<file path="config.mk">
export PLATFORM = sky130hd
export DESIGN_NAME = rom_stream_reader
export DESIGN_NICKNAME = d
export VERILOG_FILES = /design/src/rtl/rom_stream_reader.sv
export SDC_FILE = /design/constraint.sdc
export NUM_CORES = 1
export LEC_CHECK = 0
export ABC_AREA = 0
export BUFFER_PORTS_ARGS = -buffer_cell sky130_fd_sc_hd__clkbuf_2
export CORE_ASPECT_RATIO = 2
export CORE_MARGIN = 2
export CORE_UTILIZATION = 32
export DETAILED_ROUTE_END_ITERATION = 6
export SYNTH_ARGS = -nofsm -noshare
export SYNTH_HDL_FRONTEND = slang
export SYNTH_SLANG_ARGS = --single-unit
</file>
<file path="constraint.sdc">
create_clock -name sys_clk -period 2.9 [get_ports sys_clk]
set_input_delay 0.145 -clock sys_clk [delete_from_list [all_inputs] [get_ports sys_clk]]
set_output_delay 0.145 -clock sys_clk [all_outputs]
set_load 0.02 [all_outputs]
</file>
<file path="src/rtl/rom_stream_reader.sv">
`timescale 1ns/1ps
`default_nettype none
// ============================================================================
// rom_stream_reader : sweeps a synchronous ROM and streams words through a
// 4-entry valid/ready FIFO.  Rev 1.0
// ============================================================================
module rom_stream_reader #(
   parameter int ADDR_W     = 5,
   parameter int DATA_W     = 8,
   parameter int RD_LAT     = 1,
   parameter int START_ADDR = 0,
   parameter int END_ADDR   = 31
) (
   input  logic              sys_clk,
   input  logic              rst,
   input  logic              start,
   input  logic              loop_en,
   output logic [ADDR_W-1:0] rom_addr,
   input  logic [DATA_W-1:0] rom_data,
   output logic [DATA_W-1:0] m_data,
   output logic              m_valid,
   input  logic              m_ready,
   output logic              m_last,
   output logic              busy,
   output logic              done
);

   localparam logic [1:0] S_IDLE  = 2'd0;
   localparam logic [1:0] S_RUN   = 2'd1;
   localparam logic [1:0] S_DRAIN = 2'd2;

   localparam int FIFO_DEPTH = 4;
   localparam int INF_W      = $clog2(RD_LAT + 1);

   localparam logic [ADDR_W-1:0] C_START = ADDR_W'(START_ADDR);
   localparam logic [ADDR_W-1:0] C_END   = ADDR_W'(END_ADDR);

   logic [1:0]        state_q,    state_d;
   logic [ADDR_W-1:0] addr_q,     addr_d;
   logic              done_q,     done_d;
   logic [RD_LAT-1:0] vld_q,      vld_d;
   logic [RD_LAT-1:0] lst_q,      lst_d;
   logic [INF_W-1:0]  inflight_q, inflight_d;
   logic [2:0]        count_q,    count_d;
   logic [1:0]        wr_ptr_q,   wr_ptr_d;
   logic [1:0]        rd_ptr_q,   rd_ptr_d;
   logic [DATA_W:0]   mem_q [FIFO_DEPTH];

   logic [3:0]        w_occupancy;
   logic              w_issue;
   logic              w_at_end;
   logic              w_capture;
   logic              w_cap_last;
   logic              w_pop;
   logic [DATA_W:0]   w_head;

   // Reads in flight are counted against FIFO space so a returning word
   // always has a slot waiting for it.
   assign w_occupancy = {1'b0, count_q} + 4'(inflight_q);
   assign w_issue     = (state_q == S_RUN) && (w_occupancy < 4'd4);
   assign w_at_end    = (addr_q == C_END);
   assign w_capture   = vld_q[RD_LAT-1];
   assign w_cap_last  = lst_q[RD_LAT-1];
   assign w_pop       = m_valid && m_ready;

   generate
      if (RD_LAT == 1) begin : g_lat_single
         assign vld_d = w_issue;
         assign lst_d = w_issue && w_at_end;
      end else begin : g_lat_multi
         assign vld_d = {vld_q[RD_LAT-2:0], w_issue};
         assign lst_d = {lst_q[RD_LAT-2:0], w_issue && w_at_end};
      end
   endgenerate

   always_comb begin
      state_d = state_q;
      addr_d  = addr_q;
      done_d  = 1'b0;
      case (state_q)
         S_IDLE: begin
            if (start) begin
               state_d = S_RUN;
               addr_d  = C_START;
            end
         end
         S_RUN: begin
            if (w_issue) begin
               if (w_at_end) begin
                  if (loop_en) begin
                     addr_d = C_START;
                  end else begin
                     state_d = S_DRAIN;
                  end
               end else begin
                  addr_d = addr_q + ADDR_W'(1);
               end
            end
         end
         S_DRAIN: begin
            if ((inflight_q == '0) && (count_q == 3'd0)) begin
               state_d = S_IDLE;
               addr_d  = C_START;
               done_d  = 1'b1;
            end
         end
         default: begin
            state_d = S_IDLE;
            addr_d  = C_START;
         end
      endcase
   end

   always_comb begin
      inflight_d = inflight_q + INF_W'(w_issue) - INF_W'(w_capture);
      count_d    = count_q + 3'(w_capture) - 3'(w_pop);
      wr_ptr_d   = wr_ptr_q + 2'(w_capture);
      rd_ptr_d   = rd_ptr_q + 2'(w_pop);
   end

   always_ff @(posedge sys_clk) begin
      if (rst) begin
         state_q    <= S_IDLE;
         addr_q     <= C_START;
         done_q     <= 1'b0;
         vld_q      <= '0;
         lst_q      <= '0;
         inflight_q <= '0;
         count_q    <= 3'd0;
         wr_ptr_q   <= 2'd0;
         rd_ptr_q   <= 2'd0;
      end else begin
         state_q    <= state_d;
         addr_q     <= addr_d;
         done_q     <= done_d;
         vld_q      <= vld_d;
         lst_q      <= lst_d;
         inflight_q <= inflight_d;
         count_q    <= count_d;
         wr_ptr_q   <= wr_ptr_d;
         rd_ptr_q   <= rd_ptr_d;
      end
   end

   // Storage needs no reset: the head is masked whenever the FIFO is empty.
   always_ff @(posedge sys_clk) begin
      if (w_capture) begin
         mem_q[wr_ptr_q] <= {w_cap_last, rom_data};
      end
   end

   assign w_head   = mem_q[rd_ptr_q];
   assign m_valid  = (count_q != 3'd0);
   assign m_data   = m_valid ? w_head[DATA_W-1:0] : '0;
   assign m_last   = m_valid && w_head[DATA_W];
   assign rom_addr = addr_q;
   assign busy     = (state_q != S_IDLE);
   assign done     = done_q;

endmodule
`default_nettype wire

</file>
==> flow_summary_export.csv <==
group,metric,value,unit
worst_setup_path,worst_setup_path_startpoint,"count_q[1]$_SDFF_PP0_",
cts,tritoncts,"done",
sta,finalWorstPathRequiredPeriod,2.12,ns
sta,timing.clock.skew,0.00375,ns
power_and_ir_drop,pwr-share-seq,45.9,%
hold_path,hp_start,"rom_data[4]",
power_and_ir_drop,p_leak,1.01,nW
detailed_routing,number_of_remaining_drc_errors,0,
global_routing,antenna_found_initial,0,
sta,finalCritPeriodShare,73.1,%
placed_design,dp_slack,0.753,ns
final_layout,postLayoutCellArea,2660,sq um
placed_design,io_buffer_count,29,
worst_setup_path,endpoint_kind_of_the_worst_setup_timing_path,"register",
power_and_ir_drop,report.power.total,2.05,mW
synth,post_synthesis_xor_xnor_area_fraction,1.94,%
synth,post_synth_and_or_nand_nor_area_fraction,13.5,%
detailed_routing,antenna_violating_nets_post_route,0,
die,placementRows,43,
synth,asyncSetResetFlopFracSynth,0,%
power_and_ir_drop,worst_ir_drop_vdd,397,uV
final_layout,number_of_cells_in_the_finished_layout_apart_from_fillers,276,
cts,clkTransAtPathRegs,0.07,ns
synth,netlist-cell-type-count,40,
worst_setup_path,worstPathArrival,2.29,ns
final_layout,nNetsFinal,204,
detailed_routing,drt_pass1_iterations,4,
synth,post-synth-top-area-fraction,47.9,%
sta,worst-slew-pin-transition,0.856,ns
global_routing,grt_remaining_overflow,0,
cts,cts-htree-levels,2,
die,initial_cell_density_of_the_core,32.7,%
die,die_width,63.4,um
detailed_routing,detail_route.wl_per_cell,14.6,um
synth,synth_enable_flop_cells,36,
cts,cts-hold-fix-buffers,0,
placed_design,placed_cells_incl_taps,268,
power_and_ir_drop,power.share.switching,30.1,%
synth,synth-seq-area-share,63.9,%
synth,synth_top_cell_by_area,"edfxtp_1",
cts,number_of_cts_inserted_buffers,5,
placed_design,dp_hpwl,3000,um
detailed_routing,routed_wl,4020,um
worst_setup_path,crit_slowest_cell,"dfxtp_1",
worst_setup_path,crit_path_cell_chain,"or3_1, nand2_1, mux2i_1, ha_1, inv_1, fa_1, xnor2_1, nor2_1",
cts,cts_num_sinks,54,
placed_design,place_area,2510,sq um
synth,synth_compound_gate_area_share,6.33,%
global_routing,grt_first_pass_wirelength,6510,um
final_layout,syn2layout_area_growth,17.8,%
die,die_ht,123,um
synth,synth.cell_area,2250,sq um
worst_setup_path,worst_r2r_startpoint,"count_q[1]$_SDFF_PP0_",
cts,insertion_delay,0.28,ns
global_routing,grt_pass1_vias,1361,
final_layout,final_core_util,38.6,%
placed_design,weighted_congestion_at_the_end_of_routability_driven_global_placement,0.730,
final_layout,layout-drive-gt1-share,28.5,%
synth,syn_area_per_cell,14.9,sq um
final_layout,layout.filler_cells,723,
sta,timing_max_transition_violations_final,0,
sta,fin_setup_tns,0,ns
synth,synth_adder_area_share,3.66,%
global_routing,grt_max_degree,18,
worst_setup_path,critical_path.max_stage_delay,0.47,ns
status,status,"completed",
cts,postCtsResizedCells,0,
sta,max_clock_freq,0.472,GHz
die,floorplan.core_area,6890,sq um
power_and_ir_drop,power.density_cell_area,770,nW/um^2
die,io_pins,30,
job,max_cap_viol_count,0,
global_routing,grt_usage,11.1,%
cts,post_cts_buffers,0,
cts,ctsLongestPathBuffers,2,
synth,synth_nets,170,
worst_setup_path,start_kind,"register",
sta,rsz0062_at_grt,"no",
detailed_routing,vias_per_cell,4.84,
sta,setup-violations-final,0,
worst_setup_path,timing.critical_path.buf_inv,1,
cts,clockRootBuffer,"clkbuf_16",
detailed_routing,dr_total_vias,1337,
power_and_ir_drop,net-switching-power,0.615,mW
worst_setup_path,path_max_fanout,12,
die,floorplan.die_area,7770,sq um
worst_setup_path,path_delay_family,"simple AND/OR/NAND/NOR gates",
synth,postSynthCellCount,151,
sta,maxSlewHeadroom,42.7,%
synth,synth.ff_latch_count,54,
synth,post_synth_main_area_contributors,"edfxtp_1 48%, dfxtp_1 16%, mux4_2 9.0%",
detailed_routing,drt_first_iter_violations,50,
power_and_ir_drop,comb_power_share,26.0,%
final_layout,antenna_cells_inserted,0,
sta,fin_worst_hold_slack,0.0756,ns
worst_setup_path,timing_worst_setup_path_type,"reg2reg",
synth,most_instantiated_library_cell_after_synthesis,"edfxtp_1",
synth,post_synth_most_frequent_cells,"36 x edfxtp_1, 18 x dfxtp_1, 12 x nor2_1",
hold_path,worstHoldPathType,"in2reg",
synth,post_synth_mux_area_share,9.43,%
sta,timing.final.ws_setup,0.780,ns
sta,hold_viol,0,
power_and_ir_drop,p_int,1.43,mW
power_and_ir_drop,power.share.clock,28.2,%
synth,synth_flop_cell,"edfxtp_1",
worst_setup_path,timing.critical_path.required,3.07,ns
synth,main_combinational_cell_family_by_area_after_synthesis,"simple AND/OR/NAND/NOR gates",
synth,synth-warning-count,0,
[power by group through the flow]
stage,Clock [mW],Sequential [mW],Combinational [mW]
after floorplan,0,0.924,0.408
after global placement,0,0.954,0.539
after detailed placement,0,0.957,0.544
after CTS,0.591,0.940,0.546
after global routing,0.628,0.949,0.582
final,0.576,0.938,0.531
[layout make-up]
class,instances,area (sq um),area share [%]
repair buffers,31,160,6.03
inverters,3,11.3,0.424
well taps,90,113,4.24
clock inverters,3,20.0,0.754
multi-input cells,90,786,29.6
clock buffers,5,125,4.71
flip-flops and latches,54,1440,54.3
[worst paths after layout]
check / cells past startpoint / slack [ns] / endpoint
worst max-delay path: 8 / 0.78 / count_q[2]$_SDFF_PP0_
worst min-delay path: 1 / 0.08 / mem_q[3][4]$_DFFE_PP_
worst max register to register: 8 / 0.78 / count_q[2]$_SDFF_PP0_
worst min register to register: 0 / 0.48 / mem_q[0][8]$_DFFE_PP_
[cells in the final DEF (no fill, tap or decap), types with 2 or more instances in the layout]
cell	Yosys	routed
xor2_1	3	3
edfxtp_1	36	36
o211a_1	2	2
nand2b_1	4	4
clkbuf_16	0	5
buf_4	0	2
or3_1	2	2
ha_1	5	5
clkbuf_2	0	29
a22o_1	2	2
and2_1	10	10
xnor2_1	2	2
a32o_1	2	2
nand3_1	2	2
inv_1	3	3
nor3_1	3	3
and3_1	4	4
mux4_2	9	9
dfxtp_1	18	18
nand2_1	4	4
a21oi_1	2	2
nor2b_1	4	4
nor2_1	12	12
[state kept, by name, indices dropped and copies added, names as in the netlist]
name and cells:
count_q 3, done 1, inflight_q 1, lst_q 1
mem_q 36, rd_ptr_q 2, rom_addr 5, state_q 2
vld_q 1, wr_ptr_q 2
[logic make-up (layout without fill, tap and decap cells)]
group           count (synthesis)  count (layout)
flops                          54              54
compound gates                 17              17
mux                            10              10
simple gates                   52              52
xor+xnor                        5               5
buf+inv                         7              42
fa+ha+maj                       6               6
[metal layers]
layer / vias up / track usage (%) / wire [um]
met3: 5 / 1.65 / 127
li1: 648 / - / -
met1: 655 / 10.8 / 1490
met4: 0 / 4.48 / 60
met2: 29 / 22.4 / 2340
met5: - / 0 / 0
Note: power is estimated with default switching activity, not from simulation.
